<file path="src/rtl/shift_pkg.sv">
`default_nettype none
// ============================================================================
// Module      : shift_pkg
// Description : Shared data width, shift-type codes and FSM state encoding
//               for the iterative operand-2 shifter.
// Revision    : 1.0 - initial release
// ============================================================================
package shift_pkg;

    localparam int DATA_W = 32;

    localparam logic [1:0] LSL = 2'b00;
    localparam logic [1:0] LSR = 2'b01;
    localparam logic [1:0] ASR = 2'b10;
    localparam logic [1:0] ROR = 2'b11;

    typedef enum logic [1:0] {
        IDLE  = 2'd0,
        SHIFT = 2'd1,
        DONE  = 2'd2
    } state_t;

endpackage
`default_nettype wire

</file>
<file path="src/rtl/shift_step.sv">
`default_nettype none
// ============================================================================
// Module      : shift_step
// Description : One combinational shift/rotate step of k positions (k may be
//               0) plus the last bit shifted out.
// Revision    : 1.0 - initial release
// ============================================================================
module shift_step
    import shift_pkg::*;
#(
    parameter int CNT_W = 5
) (
    input  logic [DATA_W-1:0] i_acc,
    input  logic [1:0]        i_shift_type,
    input  logic [CNT_W-1:0]  i_k,
    output logic [DATA_W-1:0] o_shifted,
    output logic              o_carry
);

    logic [DATA_W-1:0] w_lsl;
    logic [DATA_W-1:0] w_lsr;
    logic [DATA_W-1:0] w_asr;
    logic [DATA_W-1:0] w_ror;
    logic [CNT_W:0]    w_rot_l;
    logic [CNT_W-1:0]  w_lsl_idx;
    logic [CNT_W-1:0]  w_rsh_idx;

    assign w_lsl   = i_acc << i_k;
    assign w_lsr   = i_acc >> i_k;
    assign w_asr   = $signed(i_acc) >>> i_k;
    // Left part of the rotate; a width-sized shift yields zero when k is 0.
    assign w_rot_l = (CNT_W+1)'(DATA_W) - {1'b0, i_k};
    assign w_ror   = w_lsr | (i_acc << w_rot_l);

    // Bit positions of the last bit out: 32-k (mod 32) for LSL, k-1 otherwise.
    assign w_lsl_idx = ~i_k + CNT_W'(1);
    assign w_rsh_idx = i_k - CNT_W'(1);

    always_comb begin
        o_shifted = i_acc;
        o_carry   = 1'b0;
        case (i_shift_type)
            LSL: begin
                o_shifted = w_lsl;
                o_carry   = i_acc[w_lsl_idx];
            end
            LSR: begin
                o_shifted = w_lsr;
                o_carry   = i_acc[w_rsh_idx];
            end
            ASR: begin
                o_shifted = w_asr;
                o_carry   = i_acc[w_rsh_idx];
            end
            default: begin
                o_shifted = w_ror;
                o_carry   = i_acc[w_rsh_idx];
            end
        endcase
        if (i_k == '0) begin
            o_carry = 1'b0;
        end
    end

endmodule
`default_nettype wire

</file>
<file path="src/rtl/shift_sequencer.sv">
`default_nettype none
// ============================================================================
// Module      : shift_sequencer
// Description : Multi-cycle operand-2 shifter applying at most STEP positions
//               per clock, with start/done handshake and busy for stalling.
//               Optional macro SHIFT_CARRY_OUT_EN enables the carry_out path.
// Revision    : 1.0 - initial release
// ============================================================================
module shift_sequencer
    import shift_pkg::*;
#(
    parameter int STEP  = 1,
    parameter int CNT_W = 5
) (
    input  logic              clk,
    input  logic              rst,
    input  logic              start,
    input  logic              flush,
    input  logic              mem_en,
    input  logic              imm,
    input  logic [11:0]       shifter_operand,
    input  logic [DATA_W-1:0] val_Rm,
    input  logic              carry_in,
    output logic              ready,
    output logic              busy,
    output logic              done,
    output logic [DATA_W-1:0] result,
    output logic              carry_out
);

    localparam logic [CNT_W-1:0] c_step = CNT_W'(STEP);

    state_t            r_state;
    state_t            w_next_state;
    logic [DATA_W-1:0] r_acc;
    logic [DATA_W-1:0] r_result;
    logic [1:0]        r_type;
    logic [CNT_W-1:0]  r_cnt;

    logic [DATA_W-1:0] w_load_acc;
    logic [1:0]        w_load_type;
    logic [CNT_W-1:0]  w_load_cnt;
    logic [CNT_W-1:0]  w_k;
    logic [DATA_W-1:0] w_step_out;
    logic              w_step_carry;
    logic              w_accept;
    logic              w_step_en;
    logic              w_last_step;

    // Operand decode; mem_en takes priority over the rotated immediate.
    always_comb begin
        w_load_acc  = val_Rm;
        w_load_type = shifter_operand[6:5];
        w_load_cnt  = CNT_W'(shifter_operand[11:7]);
        if (mem_en) begin
            w_load_acc  = {{20{shifter_operand[11]}}, shifter_operand};
            w_load_type = LSL;
            w_load_cnt  = '0;
        end else if (imm) begin
            w_load_acc  = {24'd0, shifter_operand[7:0]};
            w_load_type = ROR;
            w_load_cnt  = CNT_W'({shifter_operand[11:8], 1'b0});
        end
    end

    assign w_accept    = (r_state == IDLE) && start && !flush;
    assign w_step_en   = (r_state == SHIFT) && !flush;
    assign w_k         = (r_cnt < c_step) ? r_cnt : c_step;
    assign w_last_step = (r_cnt == w_k);

    shift_step #(
        .CNT_W (CNT_W)
    ) u_step (
        .i_acc        (r_acc),
        .i_shift_type (r_type),
        .i_k          (w_k),
        .o_shifted    (w_step_out),
        .o_carry      (w_step_carry)
    );

    always_comb begin
        w_next_state = r_state;
        if (flush) begin
            w_next_state = IDLE;
        end else begin
            case (r_state)
                IDLE:    if (start) w_next_state = (w_load_cnt == '0) ? DONE : SHIFT;
                SHIFT:   if (w_last_step) w_next_state = DONE;
                DONE:    w_next_state = IDLE;
                default: w_next_state = IDLE;
            endcase
        end
    end

    always_ff @(posedge clk or posedge rst) begin
        if (rst) begin
            r_state <= IDLE;
        end else begin
            r_state <= w_next_state;
        end
    end

    // result moves only on a zero-count load or on the final shift step.
    always_ff @(posedge clk or posedge rst) begin
        if (rst) begin
            r_acc    <= '0;
            r_type   <= LSL;
            r_cnt    <= '0;
            r_result <= '0;
        end else if (w_accept) begin
            r_acc  <= w_load_acc;
            r_type <= w_load_type;
            r_cnt  <= w_load_cnt;
            if (w_load_cnt == '0) begin
                r_result <= w_load_acc;
            end
        end else if (w_step_en) begin
            r_acc <= w_step_out;
            r_cnt <= r_cnt - w_k;
            if (w_last_step) begin
                r_result <= w_step_out;
            end
        end
    end

`ifdef SHIFT_CARRY_OUT_EN
    logic r_carry;

    always_ff @(posedge clk or posedge rst) begin
        if (rst) begin
            r_carry <= 1'b0;
        end else if (w_accept && (w_load_cnt == '0)) begin
            r_carry <= carry_in;
        end else if (w_step_en) begin
            r_carry <= w_step_carry;
        end
    end

    assign carry_out = r_carry;
`else
    logic w_unused;

    assign w_unused  = carry_in ^ w_step_carry;
    assign carry_out = 1'b0;
`endif

    assign ready  = (r_state == IDLE);
    assign busy   = (r_state == SHIFT) || (r_state == DONE);
    assign done   = (r_state == DONE);
    assign result = r_result;

endmodule
`default_nettype wire

</file>
<file path="config.mk">
export PLATFORM = sky130hd
export DESIGN_NAME = shift_sequencer
export DESIGN_NICKNAME = d
export VERILOG_FILES = /design/src/rtl/shift_pkg.sv /design/src/rtl/shift_step.sv /design/src/rtl/shift_sequencer.sv
export SDC_FILE = /design/constraint.sdc
export NUM_CORES = 1
export LEC_CHECK = 0
export BUFFER_PORTS_ARGS = -buffer_cell sky130_fd_sc_hd__clkbuf_2
export CAP_MARGIN = 5
export CORE_MARGIN = 2
export CORE_UTILIZATION = 50
export DETAILED_ROUTE_END_ITERATION = 12
export PLACE_DENSITY = 0.76
export SYNTH_ARGS = -nofsm -noshare
export SYNTH_HDL_FRONTEND = slang
export SYNTH_SLANG_ARGS = --single-unit
</file>
<file path="constraint.sdc">
create_clock -name clk -period 2.5 [get_ports clk]
set_clock_uncertainty 0.05 [all_clocks]
set_input_delay 0.5 -clock clk [delete_from_list [all_inputs] [get_ports clk]]
set_output_delay 0.5 -clock clk [all_outputs]
set_load 0.02 [all_outputs]
</file>
======== Word-level counts from Yosys, hierarchy flattened ========
Cells that the tools add are included.
cells by class
  add/sub/neg operators ................... 2
  magnitude comparators ................... 1
  equal/unequal tests ..................... 8
  shift operators ......................... 4
  multiplexer cells ....................... 21
  bitwise gates (word level) .............. 1
  reductions and logical operators ........ 12
operators with widths
  operator                                                     number
  2-to-1 mux 32 bit                                            8
  one-hot mux 32 bit (3 select lines)                          1
  OR 32 bit                                                    1
  << shifter 32 x 5 -> 32 bit                                  1
  << shifter 32 x 6 -> 32 bit                                  1
  >> shifter 32 x 5 -> 32 bit                                  1
  >>> shifter 32 x 5 -> 32 bit                                 1
  2-to-1 mux 5 bit                                             4
  2-to-1 mux 2 bit                                             6
  inequality test 3 bit (second input constant)                2
  subtractor 6 x 5 -> 6 bit (first input constant)             1
  == test 5 bit                                                1
  logical NOT 5 bit                                            1
  less-than comparator 5 x 1 -> 1 bit (second input constant)  1
  subtractor 5 bit                                             1
  == test 2 x 1 -> 1 bit (second input constant)               2
  == test 2 bit (second input constant)                        2
  logical NOT 2 bit                                            2
  one-hot mux 2 bit (2 select lines)                           1
  nonzero test 2 bit                                           2
  logical AND 1 bit                                            3
  AND reduction 3 bit                                          1
  inequality test 2 x 1 -> 1 bit (second input constant)       1
  AND reduction 2 bit                                          1
  other kinds (3)                                              3
word-level totals
  register bits ........................... 73
  input bits .............................. 51
  output and inout port bits .............. 36
  word-level logic and storage cells ...... 54

======== Depth between registers and ports, before layout ========
Gate-level depths: netlist of the first run.
  word-level depth ........................ 9
  depth in mapped cells ................... 12
  mapped depth without buffers ............ 9

======== Hierarchy ========
From an unflattened synthesis of the first run, not the netlist that was laid out.
unflattened totals
  cells, all modules ...................... 1243
  area, all modules ....................... 11395.9 um2
by module, submodules not included
  module           times used  cells each  area an instance (um2)  seq. area each (um2)
  shift_step       1           921         7741.2                  0.0
  shift_sequencer  1           322         3654.8                  1826.8

======== Worst setup path before layout of the first run ========
No wires, ideal clock.
  path type ............................... register to register
  start point ............................. register r_cnt[0]
  end point ............................... register r_result[20], in the netlist result[20]
  library setup time ...................... 0.123 ns
  arrival time ............................ 2.347 ns
  required time ........................... 2.327 ns
  setup slack ............................. -0.020 ns
  stages on the path, launching flop included .. 12
  path buffers ............................ 3
  period minus slack after synthesis ...... 2.520 ns
  cells stage by stage .................... dfrtp_1 -> nor2_2 -> nand2_2 -> inv_2 -> buf_2 -> ha_1 -> buf_2 -> buf_4 -> mux2_2 -> o211ai_1 -> o211ai_1 -> o221a_2
between the ends
  word-level cells in the longest chain between the ends .. 9
  elaborated cells on any way between the ends .. 15
  classes of those cells .................. add/sub (1); order compare (1); eq/ne (1); shift (4); mux (5); bitwise (1); reduce/logical (2)
RTL lines
  what                                 RTL line                text
  start, declared                      shift_sequencer.sv:38   logic [CNT_W-1:0] r_cnt;
  start signal, assigned               shift_sequencer.sv:113  r_cnt <= w_load_cnt;
  start signal, assigned               shift_sequencer.sv:119  r_cnt <= r_cnt - w_k;
  less-than comparator 5 x 1 -> 1 bit  shift_sequencer.sv:68   assign w_k = (r_cnt < c_step) ? r_cnt : c_step;
  2-to-1 mux 5 bit                     shift_sequencer.sv:68
  subtractor 6 x 5 -> 6 bit            shift_step.sv:32        assign w_rot_l = (CNT_W+1)'(DATA_W) - {1'b0, i_k};
  << shifter 32 x 6 -> 32 bit          shift_step.sv:33        assign w_ror = w_lsr | (i_acc << w_rot_l);
  OR 32 bit                            shift_step.sv:33
  one-hot mux 32 bit (3 select lines)  shift_step.sv:42        case (i_shift_type)
  2-to-1 mux 32 bit                    shift_sequencer.sv:120  if (w_last_step) begin
  2-to-1 mux 32 bit                    shift_sequencer.sv:117  end else if (w_step_en) begin
  2-to-1 mux 32 bit                    shift_sequencer.sv:110  end else if (w_accept) begin
  end signal, assigned                 shift_sequencer.sv:115  r_result <= w_load_acc;
  end signal, assigned                 shift_sequencer.sv:121  r_result <= w_step_out;
  end, declared                        shift_sequencer.sv:36   logic [DATA_W-1:0] r_result;
Parallel ways exist; a longest one is shown, timed or not. The select of a mux whose other input is x is not followed.
A chain may end at the register's enable or synchronous reset.

======== Worst setup path in the final report of the first run ========
  start point ............................. register r_cnt[4]
  end point ............................... register r_result[13], in the netlist result[13]
Same word-level chain as after synthesis.

==> impl_metrics.toml, run 1 <==
[pwr]
p_leak_nw = 2.50
peakVddDrop_uv = 663
p_total_mw = 6.66
power_density_mw_per_mm2 = 1180

[setup_path]
cp-end-kind = "register"
crit_fanout = 22
cp-start-kind = "register"
crit_required_ps = 2710
path_class = "register to register"
cp.arrival_ps = 2550

[global_routing]
grt_overflow_total = 0
grt_usage_pct = 28.0
grt_max_degree = 74
grt_pass1_wl_um = 22800
grt_pass1_vias = 4554
antenna_found_initial = 0

[timing]
setup_slack_ps = 162
tightest_slew_ps = 620
fmax_mhz = 428
hold_violations = 0
slew_headroom_pct = 58.7
period_needed_ps = 2340
setup_tns_ps = 0
maxSlewViolCount = 0
whs_ps = 161
rsz0062_at_grt = "no"
finalSetupViolCount = 0
fin_crit_sh_pct = 93.5

[logic_synthesis]
synth-seq-cells = 73
ys_types = 64
syn_nets = 630
synthTopCellsByArea = "dfrtp_1 (38%), o21ai_0 (9.1%), nand2_1 (6.5%), a21oi_1 (5.1%), mux2_2 (4.9%)"
syn_area_sq_mm = 0.00480
synth_seq_area_share_pct = 38.1
synth_edf_count = 0
synthArstFlopShare_pct = 100
post-synth-top-count-cell = "o21ai_0"
synthTopCellsByCount = "o21ai_0 (87), nand2_1 (83), dfrtp_1 (73), a21oi_1 (49), nor2_1 (32)"
ys.flop_type = "dfrtp_1"
postSynthCellCount = 573
avgSynthCellArea_sq_um = 8.37
yosysWarnings = 0
yosys.area.top_type = "dfrtp_1"
synth_top_area_share_pct = 38.1

[placed_design]
place.gp.congestion = 0.958
placedInstanceArea_sq_mm = 0.00540
portBuffers = 84
dp.cells = 767
dpl.hpwl_um = 10000
post-place-ws_ps = -11.8

[clocking]
post_cts_buffers = 0
clk_latency_ps = 360
cts_sinks = 73
root_buffer = "clkbuf_8"
clkTransAtPathRegs_ps = 90
cts_buffers = 9
htreeDepth = 3
tritoncts = "built"
cts.path.max_buffers = 2

[drt]
dr_total_vias = 4738
routed_wl_um = 14100
dr.pass1.iters = 7
drc = 0
wl_per_cell_um = 17.9
vias_per_cell = 6.05
drt_iter0_drc = 473
ant_nets = 0

[min_path]
hp-class = "input port to async pin"

[die]
initial_core_util_pct = 51.7
rows = 35
io_pins = 87
die_h_um = 102
die_w_um = 102
die_area_sq_mm = 0.0104
core_sq_mm = 0.00928

[outcome]
status = "completed"

[final_layout]
final_util_pct = 60.7
nets = 706
fin_cells = 783
final_area_sq_mm = 0.00563
n_antenna_cell = 0
fillCellCount = 837
final_layout_size_suffix_gt1_share_pct = 27.5
area_growth_pct = 17.4

[run]
max-cap-violations = 0
cells by family (layout without fill, tap and decap cells):
family / count (synthesis) / after routing / synth area share, %
buffers and inverters: 59 / 140 / 6.00
DFF: 73 / 73 / 38.1
xor gates and xnor gates: 2 / 2 / 0.365
muxes: 44 / 44 / 9.84
and+or+nand+nor: 167 / 167 / 15.7
AOI/OAI and AO/OA: 220 / 220 / 28.3
adders and majority gates: 6 / 6 / 1.57
other: 2 / 2 / 0.157
placed cells by master (no fill, tap or decap), types with 4 or more instances in the layout:
cell and instances:
dfrtp_1 73, mux2_2 21, nand3b_1 6, clkbuf_8 9, a31o_2 9, nor3_1 5, mux2i_1 22, clkbuf_2 84
ha_1 5, o21ai_0 86, inv_1 6, a211o_1 4, a31oi_1 5, buf_4 29, a221oi_1 4, o211ai_1 11
o2bb2ai_1 4, nand2b_1 4, nand3_1 16, a21oi_1 49, nor2_1 30, o31ai_1 6, o21ai_1 5, nand2_1 83
layer usage:
metal  track usage, %  share of wire, %  vias up
met2             45.7                48      215
met3             4.72               6.8       38
met1             37.0                42     2253
met5                0                 0        -
met4             11.7               2.8        0
li1                 -                 -     2232
worst paths after layout:
kind,startpoint,endpoint,slack [ps],cells past startpoint
setup reg to reg,r_cnt[4],result[13],160,8
hold reg to reg,result[23],result[23],430,2
hold / removal,rst,result[24],160,3
min in group clk,shifter_operand[7],r_cnt[0],360,3
max in group asynchronous,rst,r_cnt[4],1930,3
setup / recovery,r_cnt[4],result[13],160,8
state kept, by name, indices dropped and copies added (netlist names):
register / flops
r_cnt: 5
r_acc: 32
r_state: 2
result: 32
r_type: 2
critical path, cell delays in order, from the launching register on:
cell	delay, ps
dfrtp_1	450
nor3_4	240
buf_6	220
a21o_1	190
ha_1	210
nand4_1	190
o21a_2	260
buf_4	220
o21ai_0	210
repair_timing:
action                     4_1_cts  5_1_grt
hold buffers                     0        0
resized for setup                1        8
gates cloned                     0        0
hold endpoints to repair         0        0
setup endpoints to repair        1       47
final cells by class:
type	count	area [sq um]	area share, %
clock buffer	9	124	2.20
clock inverter	7	78.8	1.40
inverter	8	30.0	0.533
multi-input combinational	441	2720	48.3
sequential	73	1830	32.4
tap	129	161	2.87
timing repair buffer	116	689	12.2
power by group:
part	internal, mW	switching [mW]	leakage, nW
Combinational	1.44	1.99	1.49
Sequential	1.68	0.580	0.912
Clock	0.469	0.503	0.0925
Total	3.59	3.07	2.50
Note: power is estimated with default switching activity, not from simulation.
==> run 2, diff against run 1 <==
==> constraint.sdc (replaced) <==
create_clock -name clk -period 2.5 [get_ports clk]
set_clock_uncertainty 0.05 [all_clocks]
set_input_delay 0.125 -clock clk [delete_from_list [all_inputs] [get_ports clk]]
set_output_delay 0.125 -clock clk [all_outputs]
set_load 0.02 [all_outputs]
==> impl_metrics.toml, run 2 (synthesized netlist as in run 1, its figures left out) <==
[drt]
wl_per_cell_um = 18.0
dr.pass1.iters = 5
routed_wl_um = 14200
vias_per_cell = 5.97
drc = 0
dr_total_vias = 4701
drt_iter0_drc = 383
ant_nets = 0

[pwr]
swShare_pct = 45.3
power_density_mw_per_mm2 = 1190
clkPwrFrac_pct = 15.7
switchingPower_mw = 3.08
peakVddDrop_uv = 569
p_leak_nw = 2.53
intPower_mw = 3.71
seq_power_share_pct = 33.4
comb_power_share_pct = 50.9

[clocking]
clkTransAtPathRegs_ps = 80
cts_buffers = 9
cts_sinks = 73
root_buffer = "clkbuf_8"
cts.path.max_buffers = 2
tritoncts = "built"
htreeDepth = 3
post_cts_buffers = 0
clk_latency_ps = 360

[die]
die_w_um = 102
die_area_sq_mm = 0.0104
initial_core_util_pct = 51.7
rows = 35
io_pins = 87
core_sq_mm = 0.00928
die_h_um = 102

[setup_path]
cp.buffers_inverters = 2
path_class = "register to register"
cp-end-kind = "register"
cp.arrival_ps = 2590
cpLargestDelayFamily = "compound AO/OA/AOI/OAI gates"
cp-start-kind = "register"
crit_required_ps = 2730
crit_slowest_cell = "a2111oi_0"
worst_path_largest_cell_delay_ps = 510
crit_chain = "inv_1 -> ha_1 -> nand3b_1 -> buf_4 -> a221oi_1 -> a2111oi_0 -> a32oi_1 -> o21ai_0"
crit_fanout = 24

[final_layout]
fillCellCount = 830
final_layout_size_suffix_gt1_share_pct = 27.6
area_growth_pct = 18.7
n_antenna_cell = 0
fin_cells = 788
final_common_cell = "o21ai_0"
layout_common_cells = "o21ai_0 (86), clkbuf_2 (84), nand2_1 (83), dfrtp_1 (73), a21oi_1 (49)"
regArea_sq_mm = 0.00183
multiInputGateArea_sq_mm = 0.00273
nets = 711

[global_routing]
grt_usage_pct = 28.4
grt_pass1_vias = 4556
grt_overflow_total = 0
antenna_found_initial = 0
grt_pass1_wl_um = 23100
grt_max_degree = 48

[placed_design]
dpl.hpwl_um = 10100
dp.cells = 768
place.gp.congestion = 0.985
portBuffers = 84

[timing]
rsz0062_at_grt = "no"
fin_crit_sh_pct = 94.6
finalSetupViolCount = 0
setup_tns_ps = 0
slew_headroom_pct = 53.4
period_needed_ps = 2360
hold_violations = 0
maxSlewViolCount = 0
tightest_slew_ps = 699
fmax_mhz = 423
whs_ps = 2.92

[min_path]
hp-class = "input port to register"

[run]
max-cap-violations = 0

[outcome]
status = "completed"
[run 2: through the flow]
step           setup slack (ps)  utilization, %  cell area (sq um)  total power [mW]
2_1_floorplan              15.9               -               4800              4.58
3_3_place_gp               73.9            58.1               5390              5.50
3_5_place_dp               2.96            58.1               5390              5.63
4_1_cts                    39.7            60.9               5660              6.70
5_1_grt                   0.332            61.3               5690              7.27
6_report                    136            61.3               5690              6.78
[run 2: final timing paths]
| kind | start | endpoint | slack (ps) | depth (start not counted) |
|---|---|---|---|---|
| min in group asynchronous | rst | result[25] | 330 | 3 |
| max | r_state[1] | r_acc[30] | 140 | 8 |
| min reg2reg | result[23] | result[23] | 430 | 2 |
| max in group asynchronous | rst | r_acc[0] | 1400 | 4 |
| min | shifter_operand[9] | r_cnt[2] | 3 | 3 |
| max reg2reg | r_state[1] | r_acc[30] | 140 | 8 |
[run 2: per-layer routing]
metal | part of all wire, % | track usage [%]
met1 | 44 | 38.4
met2 | 48 | 45.7
met3 | 6.3 | 4.92
met4 | 2.1 | 10.9
met5 | 0 | 0
[run 2: area by class of cell]
type                       instances  share of cell area (%)
inverter                           8                   0.528
clock inverter                     7                    1.74
timing repair buffer             121                    12.7
sequential                        73                    32.1
clock buffer                       9                    2.18
tap                              129                    2.84
multi-input combinational        441                    47.9
[run 2: worst min-delay path, stage by stage]
cell and delay, ps:
clkbuf_2 110, nand3b_1 70, o21ai_0 80
[run 2: what timing repair did]
item	CTS	global route
endpoints found under the setup margin	1	47
endpoints found under the hold margin	29	0
hold buffers	4	0
resized for setup	1	9
cloned	0	0
[run 2: power by group through the flow]
stage	Sequential, mW	Combinational, mW	Clock (mW)
after floorplan	2.37	2.21	0
after global placement	2.22	3.28	0
after detailed placement	2.26	3.37	0
after CTS	2.23	3.39	1.07
after global routing	2.33	3.81	1.13
final	2.26	3.45	1.07
==> run 3, diff against run 2 <==
--- a/config.mk
+++ b/config.mk
@@ -8,9 +8,9 @@
 export BUFFER_PORTS_ARGS = -buffer_cell sky130_fd_sc_hd__clkbuf_2
 export CAP_MARGIN = 5
 export CORE_MARGIN = 2
-export CORE_UTILIZATION = 50
+export CORE_UTILIZATION = 51
 export DETAILED_ROUTE_END_ITERATION = 12
-export PLACE_DENSITY = 0.76
+export PLACE_DENSITY = 0.77
 export SYNTH_ARGS = -nofsm -noshare
 export SYNTH_HDL_FRONTEND = slang
 export SYNTH_SLANG_ARGS = --single-unit
==> impl_metrics.toml, run 3 (synthesized netlist as in run 1, its figures left out) <==
[placed_design]
place.gp.congestion = 0.954
dpl.hpwl_um = 9890
portBuffers = 84
dp.cells = 745

[global_routing]
grt.busiest_layer = "met2"
met1_usage_pct = 37.1
use_met3_pct = 5.69
grt_max_degree = 50
grt_use_met2_pct = 44.5
grt_pass1_vias = 4564
antenna_found_initial = 0
grt_pass1_wl_um = 22500
grt_usage_pct = 28.1
grt_overflow_total = 0

[pwr]
power_density_mw_per_mm2 = 1200
p_leak_nw = 2.52
peakVddDrop_uv = 614

[setup_path]
reg2reg_from = "r_cnt[4]"
r2r_end = "result[26]"
crit_slowest_cell = "dfrtp_1"
worst_path_largest_cell_delay_ps = 450
cp.buffers_inverters = 2
worstSetupPathDepth = 8
crit_start = "r_cnt[4]"
cp-start-kind = "register"
path_class = "register to register"
crit_fanout = 31
crit_required_ps = 2700
cpLargestDelayFamily = "compound AO/OA/AOI/OAI gates"
endpoint = "result[26]"
rrSetupSlack_ps = 120
cp-end-kind = "register"
crit_chain = "nor3_4 -> buf_6 -> a21o_1 -> ha_1 -> nand4_1 -> o21a_1 -> buf_4 -> a22o_1"
rr_worst_depth = 8
cp.arrival_ps = 2580

[timing]
rsz0062_at_grt = "yes"
whs_ps = 10.7
maxSlewViolCount = 0
tightest_slew_ps = 690
fmax_mhz = 420
finalSetupViolCount = 0
fin_crit_sh_pct = 95.2
hold_violations = 0
period_needed_ps = 2380
slew_headroom_pct = 53.9

[die]
io_pins = 87
core_sq_mm = 0.00920
die_w_um = 101
initial_core_util_pct = 52.1
rows = 35
die_area_sq_mm = 0.0102
die_h_um = 101

[drt]
routed_wl_um = 13900
dr.pass1.iters = 5
drt_iter0_drc = 304
ant_nets = 0
dr_total_vias = 4732
wl_per_cell_um = 18.1
vias_per_cell = 6.19
drc = 0

[clocking]
tritoncts = "built"
htreeDepth = 3
cts.path.max_buffers = 2
root_buffer = "clkbuf_8"
cts_sinks = 73
clkTransAtPathRegs_ps = 80
cts_buffers = 9
clk_latency_ps = 360

[run]
max-cap-violations = 0

[final_layout]
final_common_cell = "o21ai_0"
n_antenna_cell = 0
area_growth_pct = 17.7
nets = 706
final_layout_size_suffix_gt1_share_pct = 26.8
fin_cells = 765
layout_common_cells = "o21ai_0 (86), clkbuf_2 (84), nand2_1 (83), dfrtp_1 (73), a21oi_1 (49)"

[outcome]
status = "completed"

[min_path]
hp-class = "input port to register"
run 3: worst min path at each step:
stage	from	cells after the start	endpoint
6_report	shifter_operand[9]	3	r_cnt[2]
5_1_grt	shifter_operand[8]	3	r_cnt[1]
4_1_cts	shifter_operand[9]	3	r_cnt[2]
3_5_place_dp	rst	2	result[25]
3_3_place_gp	rst	2	result[25]
2_1_floorplan	shifter_operand[7]	2	r_cnt[0]
run 3: area by class of cell:
cell class | count | area [sq um]
Multi-Input combinational cell | 441 | 2710
Inverter | 8 | 30.0
Clock inverter | 7 | 103
Timing Repair Buffer | 116 | 712
Fill cell | 820 | 3550
Sequential cell | 73 | 1830
Clock buffer | 9 | 124
Tap cell | 111 | 139
run 3: metrics by stage:
stage	TNS [ps]	instance area, sq um	setup slack (ps)	power (mW)	utilization, %
6_report	0	5650	120	6.76	61.4
3_5_place_dp	0	5360	37.7	5.61	58.2
4_1_cts	0	5620	23.6	6.70	61.1
5_1_grt	-111	5650	-64.1	7.23	61.4
3_3_place_gp	0	5360	116	5.50	58.2
2_1_floorplan	0	4800	15.9	4.58	-
run 3: what timing repair did:
| item | in CTS | in global routing |
|---|---|---|
| hold endpoints to repair | 32 | 0 |
| hold buffers | 4 | 0 |
| setup endpoints to repair | 0 | 45 |
| resized for setup | 0 | 8 |
| buffers inserted | 0 | 0 |
run 3: worst min-delay path: stages:
cell and delay [ps]:
clkbuf_2 100, nand3b_1 80, o21ai_0 70
run 3: power by group:
group / total (mW) / internal [mW] / switching, mW
clock network: 1.07 / 0.574 / 0.493
logic: 3.45 / 1.44 / 2.00
registers: 2.24 / 1.68 / 0.566
run 3: layer usage:
layer,part of all wire (%),up-vias
met3,6.1,35
met4,3.2,0
met5,0,-
met1,43,2258
li1,-,2237
met2,47,202
